[src/rtl/core_pkg.sv]
// Shared definitions for the instruction fetch stage: default address width,
// default reset PC, fetch FSM states and the queued {pc, inst} entry type.
package core_pkg;

  localparam int DEFAULT_ADDR_W = 32;
  localparam logic [DEFAULT_ADDR_W-1:0] DEFAULT_RESET_PC = 32'h0000_0000;

  typedef enum logic {
    RUN  = 1'b0,
    HALT = 1'b1
  } fetch_state_t;

  typedef struct packed {
    logic [DEFAULT_ADDR_W-1:0] pc;
    logic [31:0]               inst;
  } fq_entry_t;

endpackage

[src/rtl/fq_fifo.sv]
// Small synchronous FIFO holding fetched {pc, inst} pairs. A clear empties it
// in one cycle and overrides any push or pop issued alongside it.
module fq_fifo #(
  parameter int DEPTH = 4,
  parameter int WIDTH = 64
) (
  input  logic                   clk,
  input  logic                   rst,
  input  logic                   clear,
  input  logic                   push,
  input  logic                   pop,
  input  logic [WIDTH-1:0]       wdata,
  output logic [WIDTH-1:0]       head,
  output logic [$clog2(DEPTH):0] count
);

  localparam int PW = $clog2(DEPTH);

  logic [WIDTH-1:0] mem [DEPTH];
  logic [PW-1:0]    rd_ptr;
  logic [PW-1:0]    wr_ptr;

  // Storage is not reset; only the pointers and occupancy define validity.
  always_ff @(posedge clk) begin
    if (push) begin
      mem[wr_ptr] <= wdata;
    end
  end

  always_ff @(posedge clk) begin
    if (rst || clear) begin
      rd_ptr <= '0;
      wr_ptr <= '0;
      count  <= '0;
    end else begin
      if (push) begin
        wr_ptr <= wr_ptr + 1'b1;
      end
      if (pop) begin
        rd_ptr <= rd_ptr + 1'b1;
      end
      if (push && !pop) begin
        count <= count + 1'b1;
      end else if (pop && !push) begin
        count <= count - 1'b1;
      end
    end
  end

  assign head = mem[rd_ptr];

endmodule

[src/rtl/fetch_queue.sv]
// Instruction fetch stage: sequential PC generation, memory requests, and a
// {pc, inst} queue toward decode. Optional counters under FETCH_PERF_EN.
module fetch_queue
  import core_pkg::*;
#(
  parameter int                DEPTH    = 4,
  parameter int                ADDR_W   = DEFAULT_ADDR_W,
  parameter logic [ADDR_W-1:0] RESET_PC = ADDR_W'(DEFAULT_RESET_PC)
) (
  input  logic              clk,
  input  logic              rst,
  input  logic              redirect_valid,
  input  logic [ADDR_W-1:0] redirect_pc,
  input  logic              halt,
  output logic              imem_req,
  output logic [ADDR_W-1:0] imem_addr,
  input  logic              imem_gnt,
  input  logic              imem_rvalid,
  input  logic [31:0]       imem_rdata,
  output logic              if_valid,
  input  logic              if_ready,
  output logic [ADDR_W-1:0] if_pc,
  output logic [31:0]       if_inst,
  output logic              misalign_err,
  output logic              halted
`ifdef FETCH_PERF_EN
 ,output logic [31:0]       perf_fetched,
  output logic [31:0]       perf_bubbles
`endif
);

  localparam int CW = $clog2(DEPTH) + 1;

  fetch_state_t        state;
  logic [ADDR_W-1:0]   fetch_pc;
  logic [ADDR_W-1:0]   tag_pc;
  logic                inflight;
  logic                drop;
  logic                rst_q;
  logic [CW-1:0]       count;
  logic [ADDR_W+31:0]  head;
  logic                accept;
  logic                push;
  logic                pop;

  // Credit rule: never request unless the FIFO has room for the response.
  assign imem_req  = !rst && (state == RUN) && ((int'(count) + int'(inflight)) < DEPTH)
                     && !redirect_valid;
  assign imem_addr = {fetch_pc[ADDR_W-1:2], 2'b00};
  assign accept    = imem_req && imem_gnt;

  assign push = imem_rvalid && inflight && !drop && !rst_q && !redirect_valid;
  assign if_valid = (count != '0);
  assign pop      = if_valid && if_ready && !redirect_valid;
  assign if_pc    = if_valid ? head[ADDR_W+31:32] : '0;
  assign if_inst  = if_valid ? head[31:0] : '0;
  assign halted   = (state == HALT) && !if_valid && !inflight;

  // rst_q shields the queue from a stale response arriving just after reset.
  always_ff @(posedge clk) begin
    if (rst) begin
      state        <= RUN;
      fetch_pc     <= RESET_PC;
      tag_pc       <= '0;
      inflight     <= 1'b0;
      drop         <= 1'b0;
      rst_q        <= 1'b1;
      misalign_err <= 1'b0;
    end else begin
      rst_q        <= 1'b0;
      misalign_err <= redirect_valid && (redirect_pc[1:0] != 2'b00);
      inflight     <= accept || (inflight && !imem_rvalid);
      if (imem_rvalid) begin
        drop <= 1'b0;
      end
      if (accept) begin
        fetch_pc <= fetch_pc + ADDR_W'(4);
        tag_pc   <= imem_addr;
      end
      // A response still outstanding past the redirect belongs to the old path.
      if (redirect_valid) begin
        state    <= RUN;
        fetch_pc <= {redirect_pc[ADDR_W-1:2], 2'b00};
        drop     <= inflight && !imem_rvalid;
      end else if ((state == RUN) && halt) begin
        state <= HALT;
      end
    end
  end

  fq_fifo #(
    .DEPTH (DEPTH),
    .WIDTH (ADDR_W + 32)
  ) u_fifo (
    .clk   (clk),
    .rst   (rst),
    .clear (redirect_valid),
    .push  (push),
    .pop   (pop),
    .wdata ({tag_pc, imem_rdata}),
    .head  (head),
    .count (count)
  );

`ifdef FETCH_PERF_EN
  // Saturating counters: queued instructions and decode-starved cycles.
  always_ff @(posedge clk) begin
    if (rst) begin
      perf_fetched <= '0;
      perf_bubbles <= '0;
    end else begin
      if (push && (perf_fetched != 32'hFFFF_FFFF)) begin
        perf_fetched <= perf_fetched + 32'd1;
      end
      if (if_ready && !if_valid && (state == RUN) && (perf_bubbles != 32'hFFFF_FFFF)) begin
        perf_bubbles <= perf_bubbles + 32'd1;
      end
    end
  end
`endif

endmodule

[config.mk]
export PLATFORM = sky130hd
export DESIGN_NAME = fetch_queue
export DESIGN_NICKNAME = d
export VERILOG_FILES = /design/src/rtl/core_pkg.sv /design/src/rtl/fq_fifo.sv /design/src/rtl/fetch_queue.sv
export SDC_FILE = /design/constraint.sdc
export NUM_CORES = 1
export LEC_CHECK = 0
export BUFFER_PORTS_ARGS = -buffer_cell sky130_fd_sc_hd__buf_2
export CORE_MARGIN = 5
export CORE_UTILIZATION = 55
export DETAILED_ROUTE_END_ITERATION = 10
export PLACE_DENSITY_LB_ADDON = 0.1
export RECOVER_POWER = 100
export REMOVE_ABC_BUFFERS = 1
export SLEW_MARGIN = 30
export SYNTH_ARGS = -nofsm -noshare
export SYNTH_HDL_FRONTEND = slang
export SYNTH_SLANG_ARGS = --single-unit
[constraint.sdc]
create_clock -name clk -period 5.8 [get_ports clk]
set_input_delay 0.87 -clock clk [delete_from_list [all_inputs] [get_ports clk]]
set_output_delay 0.87 -clock clk [all_outputs]
set_load 0.005 [all_outputs]
==> impl_summary.txt, run 1 <==
----------------------------------------------------
[Status]
  Run status ... complete, but fails checks
  Violated checks ... capacitance limit, slew limit

[Pwr]
  Logic gate share of total power ... 2.6%
  Switching Power ... 0.9282 mW
  Static leakage ... 4.896 nW
  Power per cell area ... 317.7 mW/mm^2
  Switching share of total power ... 19.75%
  Share of power burned in the clock network ... 43.7%
  Internal power ... 3.771 mW
  Maximum resistive drop on vdd ... 253.6 uV
  Sequential Power Share ... 53.7%

[STA]
  Unrepaired setup endpoints after global routing ... false
  Achievable frequency ... 231.8 MHz
  Largest clock skew in the final design ... 8.631 ps
  Transition time at the pin with the least slew margin ... 2435 ps
  Period utilization ... 74.39%
  TNS Setup ... 0 ps
  Shortest clock period the worst path allows after layout ... 4314 ps
  Worst max-slew margin expressed relative to the limit ... -62.44%
  Count of endpoints failing hold in the final timing report ... 0
  Number of max-slew violations in the final report ... 270
  Setup violation total in the final timing report ... 0

[Route]
  Detail Route Antenna Nets ... 0
  Total detailed-routing wirelength ... 25.60 mm
  Total vias in the final route ... 7055
  Remaining DRCs ... 0
  Via density ... 5.499
  DR WL/cell ... 19.95 um
  Number of optimization iterations in the first detailed-route pass ... 5
  Initial DRC count ... 432

[Placed design]
  Number of cells after detailed placement ... 1218
  Sum of net half-perimeters after detailed placement ... 15.70 mm
  Quantity of I/O buffers inserted on ports ... 166
  Final weighted congestion of routability-driven global placement ... 0.7907

[Logic synthesis]
  Gate Count Post-Synth ... 806
  Mapped Avg Cell Area ... 15.75 um^2
  Sequential share of the synthesized area ... 70.31%
  Most frequently used flop master after synthesis ... sky130_fd_sc_hd__edfxtp_1
  Flip-flop and latch count after synthesis ... 322
  Yosys Warn Count ... 0
  Number of enable-type register cells in the synthesized netlist ... 248
  Count of unique library cells instantiated by Yosys ... 42
  Netlist area before placement ... 0.01270 mm^2
  Share of synthesized registers carrying an async set or reset ... 0%

[GRT]
  Initial antenna violation count ... 0
  First-pass GRT wire length ... 40.86 mm
  Global Route Usage Sum ... 19.93%
  Number of global-route vias before repair ... 7250
  Largest net degree at the start of global routing ... 63
  Total overflow reported by the global router ... 0

[Worst hold path]
  Hold/Removal Path Class ... flop to flop
  Endpoint, Worst Hold ... tag_pc[4]$_SDFFE_PP0P_
  Hold Crit Start ... tag_pc[4]$_SDFFE_PP0P_
  Worst Hold Path Cells ... 2

[Floorplanning]
  Io pins ... 171
  Effective utilization at floorplan ... 55.92%
  Horiz. Die Dim ... 161.9 um
  Die footprint ... 0.02623 mm^2
  Area inside the core boundary ... 0.02271 mm^2
  Height of the chip ... 161.9 um
  Placement row count ... 55

[Setup path]
  Reg2Reg Launch Point ... inflight$_SDFF_PP0_
  Critical path required time ... 4930 ps
  Largest incremental delay on the critical path ... 1680 ps
  Capture instance of the worst register-to-register path ... u_fifo.mem[3][39]$_DFFE_PP_
  Critical-path top delay cell ... sky130_fd_sc_hd__clkbuf_1
  Number of cells traversed by the worst register-to-register path ... 4
  Kind of end point of the critical path ... output pin
  Data arrival time of the critical path ... 3440 ps
  Category of the most critical setup path ... flop to output pin
  Startpoint Class ... flop
  Critical path buffers and inverters ... 2
  Ordered list of cells on the worst path ... or3_2 > clkbuf_1 > and2_0 > buf_2
  Dominant delay contributor by cell family on the critical path ... buffers and inverters
  Flop-to-flop setup slack ... 1730 ps
  Largest fanout of any net on the critical path ... 56

[CTS]
  Post-cts resize count ... 0
  Later-pin clock latency in the skew report ... 500 ps
  Number of clock sinks ... 322
  # Post-CTS Setup Buffers ... 0
  Number of buffers created by CTS ... 35
  Clock-pin transition on the worst setup and hold timing paths ... 60 ps
  Root buffer cell ... sky130_fd_sc_hd__clkbuf_16
  Level count of the clock H-tree ... 2
  # hold bufs at CTS ... 0
  Clock Tree Buf Depth ... 3
  CTS tree ... built

[Finish]
  Synthesis-to-finish area growth ... 16.47%
  Net count of the finished layout ... 1050
  Proportion of layout cells with a drive suffix above 1 ... 22.34%
  Number of diodes ... 0
  Post-layout instance count excluding filler cells ... 1283

[Job]
  Number of max-cap violations ... 8

----------------------------------------------------
-- flip-flops by register name, summed over array words and instances (netlist names), named ones only --
signal         cells
u_fifo.wr_ptr      2
rst_q              1
state              1
fetch_pc          30
u_fifo.count       3
misalign_err       1
u_fifo.rd_ptr      2
drop               1
tag_pc            30
u_fifo.mem       248
inflight           1
-- cell families after synthesis --
logic type / Yosys count / synth area share [%]
compound gates: 71 / 3.350
xor+xnor: 31 / 2.138
fa+ha+maj: 7 / 0.7488
buf+inv: 56 / 1.931
flops: 322 / 70.31
mux: 66 / 11.31
other cells: 1 / 0.02953
simple gates: 252 / 10.18
-- worst max path at each step --
stage,from,depth (start not counted),slack (ps),end
6_report,u_fifo.count[0]$_SDFFE_PP0P_,4,1490,if_pc[16]
5_1_grt,u_fifo.count[0]$_SDFFE_PP0P_,4,1080,if_pc[14]
4_1_cts,flop,5,2180,if_pc[31]
3_5_place_dp,redirect_valid,8,2600,u_fifo.count[2]$_SDFFE_PP0P_
3_3_place_gp,flop,4,2570,if_inst[0]
2_1_floorplan,flop,2,1470,if_inst[0]
-- area by class of cell --
type,instances,area [um^2]
Clock buffer,53,1036
Clock inverter,10,48.80
Fill cell,1687,7919
Inverter,6,22.52
Multi-Input combinational cell,431,3526
Sequential cell,322,8932
Tap cell,285,356.6
Timing Repair Buffer,176,868.3
-- per-layer routing --
layer	GRT usage [%]	wire length (um)	vias to the layer above
met4	4.575	435	0
met2	31.79	12100	220
li1	-	-	3373
met3	4.415	1645	38
met5	0	0	-
met1	28.66	11420	3424
-- Yosys cell counts, types with 6 or more instances --
cell type                  instances  area [um^2]
sky130_fd_sc_hd__dfxtp_1          74         1481
sky130_fd_sc_hd__ha_1              6        75.07
sky130_fd_sc_hd__and2_1           69        431.7
sky130_fd_sc_hd__nand4_1          10        62.56
sky130_fd_sc_hd__nor3_1           10        50.05
sky130_fd_sc_hd__o21ai_0           6        30.03
sky130_fd_sc_hd__buf_2            10        50.05
sky130_fd_sc_hd__a21oi_1          41        205.2
sky130_fd_sc_hd__nor4_1            9        56.30
sky130_fd_sc_hd__edfxtp_1        248         7447
sky130_fd_sc_hd__clkbuf_1         34        127.6
sky130_fd_sc_hd__nand2_1          88        330.3
sky130_fd_sc_hd__nor2_1           31        116.4
sky130_fd_sc_hd__a211oi_1         13        97.59
sky130_fd_sc_hd__xnor2_1          27        236.5
sky130_fd_sc_hd__mux4_2           62         1396
sky130_fd_sc_hd__nand3_1          12        60.06
-- power by group through the flow --
stage | combinational (mW) | sequential [mW] | clock, mW
6_report | 0.123 | 2.52 | 2.05
4_1_cts | 0.132 | 2.52 | 2.11
3_5_place_dp | 0.131 | 2.57 | 0
3_3_place_gp | 0.129 | 2.57 | 0
5_1_grt | 0.138 | 2.53 | 2.21
2_1_floorplan | 0.0515 | 2.56 | 0
-- cell usage in the layout, fill, tap and decap left out, types with 5 or more instances in the layout --
cell type,n
sky130_fd_sc_hd__clkbuf_1,81
sky130_fd_sc_hd__buf_2,99
sky130_fd_sc_hd__nand3_1,12
sky130_fd_sc_hd__and2_0,36
sky130_fd_sc_hd__clkbuf_8,5
sky130_fd_sc_hd__a21oi_1,41
sky130_fd_sc_hd__nand2_1,88
sky130_fd_sc_hd__edfxtp_1,248
sky130_fd_sc_hd__o21ai_0,7
sky130_fd_sc_hd__dfxtp_1,73
sky130_fd_sc_hd__clkbuf_16,37
sky130_fd_sc_hd__inv_1,6
sky130_fd_sc_hd__a211oi_1,13
sky130_fd_sc_hd__mux4_2,62
sky130_fd_sc_hd__xnor2_1,27
sky130_fd_sc_hd__nor4_1,10
sky130_fd_sc_hd__and2_1,31
sky130_fd_sc_hd__clkinv_2,6
sky130_fd_sc_hd__nor3_1,10
sky130_fd_sc_hd__a311oi_1,5
sky130_fd_sc_hd__nand4_1,11
sky130_fd_sc_hd__ha_1,6
sky130_fd_sc_hd__nor2_1,30
-- stage by stage --
| step | util [%] | instance area, um^2 | setup WS [ps] | hold slack (ps) | power (mW) |
|---|---|---|---|---|---|
| 5_1_grt | 65.13 | 14790 | 1077 | 510.0 | 4.877 |
| 3_3_place_gp | 60.44 | 13730 | 2565 | 480.8 | 2.700 |
| 2_1_floorplan | - | 12490 | 1468 | 457.6 | 2.616 |
| 6_report | 65.13 | 14790 | 1486 | 495.8 | 4.700 |
| 4_1_cts | 65.60 | 14900 | 2182 | 496.1 | 4.760 |
| 3_5_place_dp | 60.83 | 13810 | 2604 | 486.6 | 2.702 |
-- tightest hold or removal path, stage by stage, from the launching register on --
cell                      delay [ps]
sky130_fd_sc_hd__dfxtp_1         330
sky130_fd_sc_hd__nand2_1          60
sky130_fd_sc_hd__a21oi_1          50
No activity file was read; power rests on OpenSTA's default activity.
==> run 2: changes to the inputs <==
==> constraint.sdc (replaced) <==
create_clock -name clk -period 4.3 [get_ports clk]
set_input_delay 0.645 -clock clk [delete_from_list [all_inputs] [get_ports clk]]
set_output_delay 0.645 -clock clk [all_outputs]
set_load 0.005 [all_outputs]
==> run 2 against run 1 <==
  * The flow still finishes with violations (capacitance limit, slew limit)
  * Cell count shrank 0.16%
  * Utilization about the same
  * Die area is the same
  * Global-route usage grew 0.34 points
  * Setup slack got worse by 680 ps
  * Sequential power increased by 35%
  * Non-clock buffer count is the same
  * Critical path depth unchanged
  * Sequential share of layout area about the same
  * Register-to-register slack worse by 870 ps
  * Via count rose by 2.5%
  * Largest power group unchanged
  * Highest routed layer is now met5
==> impl_summary.txt, run 2 (synthesis results as in run 1) <==
----------------------------------------------------
[GRT]
  Number of global-route vias before repair ... 7451
  Global Route Usage Sum ... 20.27%
  Largest net degree at the start of global routing ... 63
  Initial antenna violation count ... 1
  Total overflow reported by the global router ... 0
  First-pass GRT wire length ... 41.40 mm

[Floorplanning]
  Placement row count ... 55
  Height of the chip ... 161.9 um
  Die footprint ... 0.02623 mm^2
  Effective utilization at floorplan ... 55.92%
  Horiz. Die Dim ... 161.9 um
  Area inside the core boundary ... 0.02271 mm^2
  Io pins ... 171

[CTS]
  Later-pin clock latency in the skew report ... 500 ps
  # hold bufs at CTS ... 0
  # Post-CTS Setup Buffers ... 0
  CTS tree ... built
  Number of buffers created by CTS ... 34
  Level count of the clock H-tree ... 2
  Post-cts resize count ... 0
  Number of clock sinks ... 322
  Clock-pin transition on the worst setup and hold timing paths ... 60 ps
  Root buffer cell ... sky130_fd_sc_hd__clkbuf_16
  Clock Tree Buf Depth ... 3

[Finish]
  Post-Route Utilization ... 65.12%
  Post-layout instance count excluding filler cells ... 1281
  Net count of the finished layout ... 1049
  Max FFs per register ... 248
  Proportion of layout cells with a drive suffix above 1 ... 23.39%
  Registers with the most flip-flops ... u_fifo.mem x248, fetch_pc x30, tag_pc x30
  Synthesis-to-finish area growth ... 16.45%
  Final-layout fill cell count ... 1705
  Largest Register ... u_fifo.mem
  Highest-count cells in the layout ignoring fill and taps ... sky130_fd_sc_hd__edfxtp_1 (248), sky130_fd_sc_hd__buf_2 (104), sky130_fd_sc_hd__nand2_1 (88), sky130_fd_sc_hd__dfxtp_1 (72), sky130_fd_sc_hd__clkbuf_1 (70)
  Most frequent standard cell in the layout excluding fill and tap cells ... sky130_fd_sc_hd__edfxtp_1
  Number of diodes ... 0

[Placed design]
  Number of cells after detailed placement ... 1216
  Sum of net half-perimeters after detailed placement ... 15.44 mm
  Final weighted congestion of routability-driven global placement ... 0.7600
  Quantity of I/O buffers inserted on ports ... 166

[Setup path]
  Category of the most critical setup path ... flop to output pin
  Startpoint Class ... flop
  Ordered list of cells on the worst path ... buf_4 > mux4_2 > and2_0 > buf_2
  Dominant delay contributor by cell family on the critical path ... flip-flops
  Largest incremental delay on the critical path ... 1040 ps
  Critical path buffers and inverters ... 2
  Kind of end point of the critical path ... output pin
  Critical path required time ... 3650 ps
  Reg2Reg Launch Point ... inflight$_SDFF_PP0_
  Critical-path top delay cell ... sky130_fd_sc_hd__dfxtp_2
  Data arrival time of the critical path ... 2850 ps
  Largest fanout of any net on the critical path ... 27
  Number of cells traversed by the worst register-to-register path ... 4
  Capture instance of the worst register-to-register path ... u_fifo.mem[2][60]$_DFFE_PP_
  Flop-to-flop setup slack ... 860 ps

[Pwr]
  Logic gate share of total power ... 2.6%
  Switching share of total power ... 19.85%
  Power per cell area ... 432.6 mW/mm^2
  Share of power burned in the clock network ... 44.1%
  Sequential Power Share ... 53.3%
  Maximum resistive drop on vdd ... 285.5 uV
  Switching Power ... 1.270 mW
  Internal power ... 5.127 mW
  Static leakage ... 4.921 nW

[STA]
  Hold Worst Slack ... 349.0 ps
  Transition time at the pin with the least slew margin ... 2998 ps
  Achievable frequency ... 286.3 MHz
  Largest clock skew in the final design ... 8.685 ps
  Shortest clock period the worst path allows after layout ... 3493 ps
  Worst max-slew margin expressed relative to the limit ... -99.90%
  Number of max-slew violations in the final report ... 125
  Count of endpoints failing hold in the final timing report ... 0
  TNS Setup ... 0 ps
  Setup violation total in the final timing report ... 0
  Period utilization ... 81.23%
  Unrepaired setup endpoints after global routing ... false

[Worst hold path]
  Endpoint, Worst Hold ... drop$_SDFFE_PP0P_
  Hold/Removal Path Class ... input pin to flop
  Worst Hold Path Cells ... 2
  Hold Crit Start ... imem_rvalid

[Route]
  Via density ... 5.642
  Number of optimization iterations in the first detailed-route pass ... 5
  Remaining DRCs ... 0
  Initial DRC count ... 498
  Detail Route Antenna Nets ... 0
  Total detailed-routing wirelength ... 26.21 mm
  Total vias in the final route ... 7228
  DR WL/cell ... 20.46 um

[Status]
  Run status ... complete, but fails checks
  Violated checks ... capacitance limit, slew limit

[Job]
  Number of max-cap violations ... 2

----------------------------------------------------
-- run 2: cell count changes in the layout (fill, tap and decap cells not counted), sizes merged --
cell / change
buf: +4
bufinv: +2
clkbuf: -12
clkinv: +4
-- run 2: power groups by stage --
stage               logic, mW  clock network, mW  registers, mW
finish                  0.168               2.82           3.41
detailed placement      0.176                  0           3.47
global placement        0.174                  0           3.47
global route            0.187               3.03           3.41
CTS                     0.177               2.88           3.41
floorplan              0.0694                  0           3.46
-- run 2: per-layer routing --
metal,GRT usage (%),up-vias,wire [um]
met1,28.75,3597,11680
met4,5.844,2,508
li1,-,3366,-
met2,32.65,228,12400
met5,0,-,15
met3,3.806,35,1610
-- run 2: cell type report --
| cell class | count | area [um^2] | area share (%) |
|---|---|---|---|
| multi-input cells | 431 | 3541 | 23.94 |
| clock inverters | 16 | 126.4 | 0.8546 |
| clock buffers | 45 | 965.9 | 6.532 |
| well taps | 285 | 356.6 | 2.411 |
| repair buffers | 176 | 842.1 | 5.694 |
| flip-flops and latches | 322 | 8934 | 60.41 |
| inverters | 6 | 22.52 | 0.1523 |
-- run 2: worst max path at each step --
stage          slack (ps)  depth (start not counted)                           end      startpoint
4_1_cts              1030                          4                     if_pc[10]            flop
2_1_floorplan         190                          2                    if_inst[0]            flop
3_5_place_dp         1370                          8  u_fifo.count[2]$_SDFFE_PP0P_  redirect_valid
6_report              810                          4                     if_pc[14]            flop
3_3_place_gp         1420                          3   u_fifo.mem[1][17]$_DFFE_PP_  redirect_valid
5_1_grt               520                          4                     if_pc[14]            flop
-- run 2: per-stage QoR --
step	setup slack (ps)	cell area, um^2	power (mW)
6_report	807.0	14790	6.397
5_1_grt	521.6	14790	6.625
4_1_cts	1029	14850	6.460
3_5_place_dp	1367	13750	3.647
3_3_place_gp	1422	13750	3.644
2_1_floorplan	193.3	12490	3.528
